[src/rtl/imem_loader_pkg.sv]
// Shared definitions for the instruction memory boot loader.
// FSM state codes, failure codes and the default frame start byte.
package imem_loader_pkg;

    // Loader FSM state codes
    localparam logic [2:0] ST_IDLE   = 3'd0;
    localparam logic [2:0] ST_HDR    = 3'd1;
    localparam logic [2:0] ST_LEN_LO = 3'd2;
    localparam logic [2:0] ST_LEN_HI = 3'd3;
    localparam logic [2:0] ST_DATA   = 3'd4;
    localparam logic [2:0] ST_CSUM   = 3'd5;
    localparam logic [2:0] ST_DONE   = 3'd6;
    localparam logic [2:0] ST_ERR    = 3'd7;

    // Failure reason reported on err_code
    localparam logic [1:0] ERR_NONE    = 2'd0;
    localparam logic [1:0] ERR_BAD_LEN = 2'd1;
    localparam logic [1:0] ERR_CSUM    = 2'd2;
    localparam logic [1:0] ERR_TIMEOUT = 2'd3;

    localparam logic [7:0] DEFAULT_MAGIC = 8'hA5;

    localparam int unsigned BYTES_PER_WORD = 4;

endpackage

[src/rtl/imem_loader_byte_packer.sv]
// Little-endian byte-to-word assembler for the boot loader.
// The last byte of a word is forwarded combinationally, so word/word_valid
// are valid in the same cycle as the lane-3 byte strobe.
module imem_loader_byte_packer
    import imem_loader_pkg::*;
(
    input  logic        clk,
    input  logic        reset,
    input  logic        clear,
    input  logic        byte_valid,
    input  logic [7:0]  byte_data,
    output logic [31:0] word,
    output logic        word_valid
);

    logic [1:0]  idx_q;
    logic [23:0] lane_q;

    // Lane 3 comes straight from the input to avoid an extra cycle
    always_comb begin
        word       = {byte_data, lane_q};
        word_valid = byte_valid && (idx_q == 2'(BYTES_PER_WORD - 1));
    end

    // Store lanes 0..2 and advance the lane index on every byte
    always_ff @(posedge clk or posedge reset) begin
        if (reset) begin
            idx_q  <= 2'd0;
            lane_q <= 24'd0;
        end else if (clear) begin
            idx_q  <= 2'd0;
            lane_q <= 24'd0;
        end else if (byte_valid) begin
            case (idx_q)
                2'd0:    lane_q[7:0]   <= byte_data;
                2'd1:    lane_q[15:8]  <= byte_data;
                2'd2:    lane_q[23:16] <= byte_data;
                default: lane_q        <= lane_q;
            endcase
            idx_q <= idx_q + 2'd1;
        end
    end

endmodule

[src/rtl/imem_loader.sv]
// Boot-time instruction memory loader.
// Parses MAGIC, LEN_LO, LEN_HI, 4*N little-endian data bytes, CSUM from the
// UART byte stream, writes each word to the instruction RAM and holds the
// core in reset until a clean load completes.
// Optional: define IMEM_LOADER_TIMEOUT_EN to abort a stalled load after
// TIMEOUT_CYCLES idle cycles (err_code 3).
module imem_loader
    import imem_loader_pkg::*;
#(
    parameter int unsigned ADDR_W         = 12,
    parameter int unsigned DEPTH_WORDS    = 128,
    parameter logic [7:0]  MAGIC          = DEFAULT_MAGIC,
    parameter int unsigned TIMEOUT_CYCLES = 50_000_000
) (
    input  logic              clk,
    input  logic              reset,
    input  logic              boot_req,
    input  logic              rx_valid,
    input  logic [7:0]        rx_data,
    output logic              wr_en,
    output logic [ADDR_W-1:0] wr_addr,
    output logic [31:0]       wr_data,
    output logic              core_hold,
    output logic              busy,
    output logic              done,
    output logic              error,
    output logic [1:0]        err_code
);

    logic [2:0]        state_q, state_d;
    logic [7:0]        len_lo_q, len_lo_d;
    logic [15:0]       len_q, len_d;
    logic [15:0]       word_cnt_q, word_cnt_d;
    logic [7:0]        sum_q, sum_d;
    logic [ADDR_W-1:0] addr_q, addr_d;
    logic              done_d, error_d;
    logic [1:0]        err_code_d;
    logic              wr_en_d;
    logic [ADDR_W-1:0] wr_addr_d;
    logic [31:0]       wr_data_d;
    logic              hold_d, busy_d;
    logic [15:0]       len_rx;

    logic              pk_clear, pk_valid, pk_word_valid;
    logic [31:0]       pk_word;

    // Only bytes accepted in DATA reach the packer; a colliding boot_req drops the byte
    always_comb begin
        pk_valid = rx_valid && !boot_req && (state_q == ST_DATA);
        pk_clear = boot_req || (rx_valid && (state_q == ST_LEN_HI));
        len_rx   = {rx_data, len_lo_q};
    end

    imem_loader_byte_packer u_packer (
        .clk        (clk),
        .reset      (reset),
        .clear      (pk_clear),
        .byte_valid (pk_valid),
        .byte_data  (rx_data),
        .word       (pk_word),
        .word_valid (pk_word_valid)
    );

`ifdef IMEM_LOADER_TIMEOUT_EN
    logic [31:0] tmo_q, tmo_d;
    logic        tmo_timed, tmo_fire;

    // Idle-cycle counter, only running while a frame is partly received
    always_comb begin
        tmo_timed = (state_q == ST_LEN_LO) || (state_q == ST_LEN_HI) ||
                    (state_q == ST_DATA)   || (state_q == ST_CSUM);
        tmo_fire  = tmo_timed && !rx_valid && !boot_req && (tmo_q == TIMEOUT_CYCLES - 1);
        if (boot_req || rx_valid || !tmo_timed) begin
            tmo_d = 32'd0;
        end else begin
            tmo_d = tmo_q + 32'd1;
        end
    end

    // Timeout counter register
    always_ff @(posedge clk or posedge reset) begin
        if (reset) begin
            tmo_q <= 32'd0;
        end else begin
            tmo_q <= tmo_d;
        end
    end
`else
    logic unused_timeout;
    assign unused_timeout = (TIMEOUT_CYCLES == 0);
`endif

    // Frame parser: next state, counters, sticky status and write port
    always_comb begin
        state_d    = state_q;
        len_lo_d   = len_lo_q;
        len_d      = len_q;
        word_cnt_d = word_cnt_q;
        sum_d      = sum_q;
        addr_d     = addr_q;
        done_d     = done;
        error_d    = error;
        err_code_d = err_code;
        wr_en_d    = 1'b0;
        wr_addr_d  = wr_addr;
        wr_data_d  = wr_data;

        if (boot_req) begin
            state_d    = ST_HDR;
            len_lo_d   = 8'd0;
            len_d      = 16'd0;
            word_cnt_d = 16'd0;
            sum_d      = 8'd0;
            addr_d     = '0;
            done_d     = 1'b0;
            error_d    = 1'b0;
            err_code_d = ERR_NONE;
        end else if (rx_valid) begin
            case (state_q)
                ST_HDR: begin
                    if (rx_data == MAGIC) begin
                        state_d = ST_LEN_LO;
                    end
                end
                ST_LEN_LO: begin
                    len_lo_d = rx_data;
                    state_d  = ST_LEN_HI;
                end
                ST_LEN_HI: begin
                    if ((len_rx == 16'd0) || (32'(len_rx) > DEPTH_WORDS)) begin
                        state_d    = ST_ERR;
                        error_d    = 1'b1;
                        err_code_d = ERR_BAD_LEN;
                    end else begin
                        state_d    = ST_DATA;
                        len_d      = len_rx;
                        word_cnt_d = 16'd0;
                        sum_d      = 8'd0;
                        addr_d     = '0;
                    end
                end
                ST_DATA: begin
                    sum_d = sum_q + rx_data;
                    if (pk_word_valid) begin
                        wr_en_d    = 1'b1;
                        wr_addr_d  = addr_q;
                        wr_data_d  = pk_word;
                        addr_d     = addr_q + ADDR_W'(4);
                        word_cnt_d = word_cnt_q + 16'd1;
                        if (word_cnt_q + 16'd1 == len_q) begin
                            state_d = ST_CSUM;
                        end
                    end
                end
                ST_CSUM: begin
                    if (rx_data == sum_q) begin
                        state_d = ST_DONE;
                        done_d  = 1'b1;
                    end else begin
                        state_d    = ST_ERR;
                        error_d    = 1'b1;
                        err_code_d = ERR_CSUM;
                    end
                end
                default: ;
            endcase
        end
`ifdef IMEM_LOADER_TIMEOUT_EN
        else if (tmo_fire) begin
            state_d    = ST_ERR;
            error_d    = 1'b1;
            err_code_d = ERR_TIMEOUT;
        end
`endif

        // Status outputs are registered from the next state
        hold_d = (state_d != ST_IDLE) && (state_d != ST_DONE);
        busy_d = hold_d && (state_d != ST_ERR);
    end

    // State, counters and all registered outputs
    always_ff @(posedge clk or posedge reset) begin
        if (reset) begin
            state_q    <= ST_IDLE;
            len_lo_q   <= 8'd0;
            len_q      <= 16'd0;
            word_cnt_q <= 16'd0;
            sum_q      <= 8'd0;
            addr_q     <= '0;
            wr_en      <= 1'b0;
            wr_addr    <= '0;
            wr_data    <= 32'd0;
            core_hold  <= 1'b0;
            busy       <= 1'b0;
            done       <= 1'b0;
            error      <= 1'b0;
            err_code   <= ERR_NONE;
        end else begin
            state_q    <= state_d;
            len_lo_q   <= len_lo_d;
            len_q      <= len_d;
            word_cnt_q <= word_cnt_d;
            sum_q      <= sum_d;
            addr_q     <= addr_d;
            wr_en      <= wr_en_d;
            wr_addr    <= wr_addr_d;
            wr_data    <= wr_data_d;
            core_hold  <= hold_d;
            busy       <= busy_d;
            done       <= done_d;
            error      <= error_d;
            err_code   <= err_code_d;
        end
    end

endmodule

[config.mk]
export PLATFORM = sky130hd
export DESIGN_NAME = imem_loader
export DESIGN_NICKNAME = d
export VERILOG_FILES = /design/src/rtl/imem_loader_pkg.sv /design/src/rtl/imem_loader_byte_packer.sv /design/src/rtl/imem_loader.sv
export SDC_FILE = /design/constraint.sdc
export NUM_CORES = 1
export LEC_CHECK = 0
export BUFFER_PORTS_ARGS = -buffer_cell sky130_fd_sc_hd__buf_2
export CORE_MARGIN = 5
export CORE_UTILIZATION = 45
export DETAILED_ROUTE_END_ITERATION = 6
export GPL_TIMING_DRIVEN = 0
export PLACE_DENSITY_LB_ADDON = 0.08
export SETUP_SLACK_MARGIN = 0.5
export SYNTH_ARGS = -nofsm -noshare
export SYNTH_HDL_FRONTEND = slang
export SYNTH_SLANG_ARGS = --single-unit
[constraint.sdc]
create_clock -name clk -period 4 [get_ports clk]
set_clock_uncertainty 0.1 [all_clocks]
set_input_delay 0.6 -clock clk [delete_from_list [all_inputs] [get_ports clk]]
set_output_delay 0.6 -clock clk [all_outputs]
set_load 0.005 [all_outputs]
Word level (Yosys, flattened, before mapping)
Index checks and enable logic that the tools add are counted.
W data, S select, Z words.
- order comparisons: 1
- add/sub/neg operators: 4
- eq/ne operators: 18
- reduce and logical (&&, ||, !) cells: 33
- muxes and demuxes: 54
- bitwise operators: 1
- operators by type and width (kind ; count):
    $mux W16 ; 8
    $mux W8 ; 9
    $mux W12 ; 4
    $mux W24 ; 2
    $pmux W16 S2 ; 1
    $pmux W12 S2 ; 1
    $reduce_bool A2 Y1 ; 9
    $add A16 B1 Y16 const B ; 1
    $eq A16 B16 Y1 ; 1
    $gt A16 B8 Y1 const B ; 1
    $logic_not A16 Y1 ; 1
    $pmux W8 S2 ; 1
    $mux W3 ; 5
    $ne A3 B3 Y1 const B ; 5
    $pmux W3 S5 ; 1
    $mux W2 ; 7
    $mux W1 ; 13
    $add A12 B3 Y12 const B ; 1
    $reduce_and A4 Y1 ; 3
    $reduce_and A3 Y1 ; 3
    $reduce_bool A3 Y1 ; 3
    $add A8 B8 Y8 ; 1
    $eq A8 B8 Y1 ; 1
    $eq A8 B8 Y1 const B ; 1
    16 further kinds ; 28
- word-level logic and storage cells: 129
- register bits: 140
- input bits: 12
- output and inout bits: 51

Longest topological paths before layout
- word-level depth: 11
- gate-level depth with buffers: 9
- depth with buffers taken out: 8

By module
A second synthesis with hierarchy kept.
- cell total of the unflattened synthesis: 725
- area total of the unflattened synthesis: 6875.3 sq um
- by module, submodules not included (module ; area each (sq um) ; sequential area each (sq um) ; cells an instance ; instances):
    imem_loader ; 5552.8 ; 2752.6 ; 612 ; 1
    imem_loader_byte_packer ; 1322.5 ; 650.6 ; 113 ; 1

Worst setup path after synthesis
Ideal clock, no wire load.
- kind: input to register
- start: input port rx_data[1]
- end: register addr_q[4]
- stages: 8
- path buffers: 2
- library setup time: 0.130 ns
- data arrival time: 2.411 ns
- slack: 1.358 ns
- data required time: 3.770 ns
- path through: or4_1 > nand2b_1 > nor4_4 > o21ai_2 > buf_2 > buf_6 > o2111ai_1 > o31ai_1
- word-level cells in the longest chain between the ends: 4
- elaborated cells on any way between the ends: 5
- those cells by class: order compare: 1; eq/ne: 1; reduce/logical: 3
- ends and longest elaborated chain (what ; line ; source):
    start: declaration ; imem_loader.sv:19 ; input logic [7:0] rx_data,
    $gt A16 B8 Y1 / $logic_not A16 Y1 (equally long branches) ; imem_loader.sv:130 ; if ((len_rx == 16'd0) || (32'(len_rx) > DEPTH_WORDS)) begin
    $logic_or A1 B1 Y1 * ; imem_loader.sv:130 ;
    $ne A3 B3 Y1 (no line) * ; n/a ;
    $reduce_and A4 Y1 (no line) * ; n/a ;
    end signal: assignment ; imem_loader.sv:204 ; addr_q <= addr_d;
    end: declaration ; imem_loader.sv:35 ; logic [ADDR_W-1:0] addr_q, addr_d;
Mark *: on every way between the ends. The rest lies on a longest branch, timed or not.
A chain may end at the register's enable or synchronous reset.

Worst setup path after layout
- start: register state_q[1]
- end: register wr_data[30]
- word-level cells in the longest chain between the ends: 4
- ends and longest elaborated chain (what ; line ; source):
    start: declaration ; imem_loader.sv:30 ; logic [2:0] state_q, state_d;
    start signal: assignment ; imem_loader.sv:199 ; state_q <= state_d;
    $eq A3 B3 Y1 * ; imem_loader.sv:49, imem_loader.sv:119 ;
    $logic_and A1 B1 Y1 ; imem_loader.sv:49 ; pk_valid = rx_valid && !boot_req && (state_q == ST_DATA);
    $logic_and A1 B1 Y1 ; imem_loader_byte_packer.sv:22 ; word_valid = byte_valid && (idx_q == 2'(BYTES_PER_WORD - 1));
    $reduce_and A4 Y1 (no line) * ; n/a ;
    end signal: assignment ; imem_loader.sv:207 ; wr_data <= wr_data_d;
    end: declaration ; imem_loader.sv:22 ; output logic [31:0] wr_data,
Marked as above.

==> impl_metrics.py <==
metrics = {
    "run_status": {
        "status": "completed",
    },
    "timing": {
        "timing.final.crit_share_pct": 73.9,
        "setup_viol": 0,
        "fmax_ghz": 0.338,
        "hold_viol_final": 0,
        "drv_slew": 0,
        "setup_tns_ns": 0,
        "slew_headroom_pct": 36.4,
        "max_slew.worst_pin.slew_ns": 0.947,
        "whs_ns": 0.186,
        "finalCriticalPeriod_ns": 2.96,
        "rsz0062_at_grt": "false",
    },
    "yosys": {
        "synth_compound_area_share_pct": 10.7,
        "yosysWarnings": 0,
        "synthArstFlopShare_pct": 100,
        "syn_area_um2": 6600,
        "synth_top_family_by_area": "simple AND/OR/NAND/NOR gates",
        "muxShareOfSynthArea_pct": 6.82,
        "netlist_instances": 686,
        "synth-simple-area-share_pct": 20.6,
        "ys_seq_area_share_pct": 51.5,
        "synthXorXnorAreaFrac_pct": 4.24,
        "ys_seq_elements": 136,
        "synth-adder-area-share_pct": 2.77,
        "avgSynthCellArea_um2": 9.62,
        "synth_ff_type": "dfrtp_1",
        "synth_edf_count": 0,
        "yosys.cell_types.count": 58,
    },
    "die": {
        "dieArea_um2": 17200,
        "core_area_um2": 14500,
        "io_pins": 63,
        "start_util_pct": 45.6,
        "die_width_um": 131,
        "core.rowCount": 44,
        "die_y_um": 131,
    },
    "final_layout": {
        "finish.instance_area_um2": 7810,
        "layout_commonest_cell": "nand2_1",
        "nets": 794,
        "antenna_cells": 0,
        "layout_common_cells": "nand2_1 (166), dfrtp_1 (136), buf_2 (61)",
        "areaGrowthSynthToFinish_pct": 18.2,
        "drive_gt1_share_pct": 16.8,
    },
    "critical_path": {
        "arrival_ns": 3.21,
        "path_class": "reg -> reg",
        "cp-end-kind": "flop",
        "regToRegStartpoint": "state_q[1]",
        "cp-start-kind": "flop",
        "worst-path-max-fanout": 10,
        "cp-startpoint": "state_q[1]",
        "critical_path_required_ns": 4.26,
    },
    "clock_tree": {
        "clk_pin_slew_ns": 0.06,
        "cts_tree": "yes",
        "htreeDepth": 4,
        "cts_inserted_buffers": 17,
        "root_buffer": "clkbuf_16",
        "cts.sinks": 136,
        "cts_hold_buf": 0,
        "cts_resized": 0,
        "clock_latency_ns": 0.42,
        "cts_setup_buffers": 0,
        "ctsLongestPathBuffers": 2,
    },
    "grt": {
        "grt_pass1_vias": 5147,
        "grt_pass1_wl_mm": 26.7,
        "grt.overflow.total": 0,
        "groute.usage.overall_pct": 18.8,
        "grt_antenna_before_repair": 1,
        "grt_start_max_net_pins": 38,
    },
    "detailed_routing": {
        "routed-via-count": 5194,
        "drc_errors": 0,
        "routed_wl_mm": 16.0,
        "initialDrtViolationCount": 425,
        "wl_per_cell_um": 16.5,
        "vias_per_cell": 5.38,
        "firstDrtPassIters": 5,
        "postRouteAntennaNets": 0,
    },
    "job": {
        "maxCapViolCount": 0,
    },
    "placement": {
        "gp_congestion": 0.887,
        "io_buffers": 59,
        "dpl_cell_area_um2": 7200,
        "place_hpwl_mm": 11.9,
    },
    "power_and_ir_drop": {
        "power_density_nw_per_um2": 413,
        "ir_worst_vdd_uv": 258,
        "power.leakage_nw": 3.82,
    },
    "min_path": {
        "hp-class": "in -> async",
    },
}
## worst paths after layout
| check | endpoint | slack, ns | depth (start not counted) |
|---|---|---|---|
| worst max-delay path | wr_data[30] | 1.04 | 8 |
| worst min-delay path | wr_data[9] | 0.19 | 2 |
| worst max register to register | wr_data[30] | 1.04 | 8 |
| worst min register to register | wr_data[3] | 0.37 | 2 |
| max in group asynchronous | sum_q[6] | 2.75 | 4 |
| min in group clk | wr_data[24] | 0.36 | 3 |
## per-layer routing
metal | GRT usage (%) | vias to the layer above | routed length (um)
li1 | - | 2510 | -
met1 | 26.6 | 2536 | 7570
met2 | 28.6 | 121 | 7280
met3 | 4.13 | 25 | 767
met4 | 6.58 | 2 | 324
met5 | 0 | - | 7
## layout make-up
type / count / area [um^2]
clock buffers: 18 / 439
flip-flops and latches: 136 / 3400
multi-input cells: 500 / 2990
well taps: 184 / 230
fillers: 1334 / 6670
clock inverters: 14 / 173
repair buffers: 62 / 355
plain buffers: 33 / 149
inverters: 18 / 71.3
## flip-flops by register name, indices dropped and copies added, names as in the netlist
signal	flops
addr_q	10
state_q	3
len_lo_q	8
done	1
u_packer.idx_q	2
wr_data	32
core_hold	1
word_cnt_q	16
wr_addr	10
len_q	16
wr_en	1
busy	1
err_code	2
sum_q	8
error	1
u_packer.lane_q	24
## worst max-delay path: stages, from the launching register on
cell,delay (ns)
dfrtp_1,0.40
clkbuf_1,0.22
nor4bb_1,0.37
nand3_1,0.33
inv_1,0.24
clkbuf_1,0.50
buf_1,0.44
nand2_1,0.20
nand2_1,0.09
## stage by stage
step | instances | power, mW | worst slack [ns] | utilization [%]
after floorplan | 687 | 1.57 | 1.36 | -
after global placement | 930 | 1.62 | 0.767 | 49.3
after detailed placement | 933 | 1.64 | 0.862 | 49.7
after CTS | 965 | 3.26 | 1.09 | 53.9
after global routing | 965 | 3.34 | 0.803 | 53.9
final | 965 | 3.23 | 1.04 | 53.9
## logic make-up (layout without fill, tap and decap cells)
logic type | Yosys count | in the layout
AND/OR/NAND/NOR | 302 | 302
AO/OA/AOI/OAI | 108 | 108
multiplexers | 42 | 42
adder cells (fa/ha/maj) | 14 | 14
buffers and inverters | 51 | 145
flip-flops | 136 | 136
other | 1 | 2
XOR/XNOR | 32 | 32
## report_power, final
| part | switching [mW] | internal (mW) |
|---|---|---|
| Combinational | 0.116 | 0.0678 |
| Sequential | 0.0183 | 1.41 |
| Clock | 0.617 | 1.00 |
## cells in the mapped netlist, drive strengths merged, types with 2 or more instances
master	instances	area, um^2
nand2	166	623
dfrtp	136	3400
nor2	38	143
a21oi	35	175
nand3	26	130
o21ai	25	129
mux2	24	270
clkbuf	21	78.8
and2	19	119
inv	18	67.6
mux2i	18	180
xnor2	18	158
xor2	14	123
ha	13	163
buf	12	70.1
nor3	11	55.1
and3	8	50.1
nand2b	7	43.8
nor2b	7	43.8
nor4	6	52.6
o2bb2ai	6	52.6
a31oi	5	31.3
nand4	5	31.3
o31ai	4	30.0
a2111oi	3	38.8
a22oi	3	22.5
o211ai	3	22.5
or4	3	22.5
a211oi	2	15.0
a21o	2	15.0
a22o	2	17.5
a32o	2	20.0
a32oi	2	17.5
nand3b	2	15.0
o2111ai	2	17.5
o21a	2	15.0
o31a	2	17.5
Note: power is estimated with default switching activity, not from simulation.
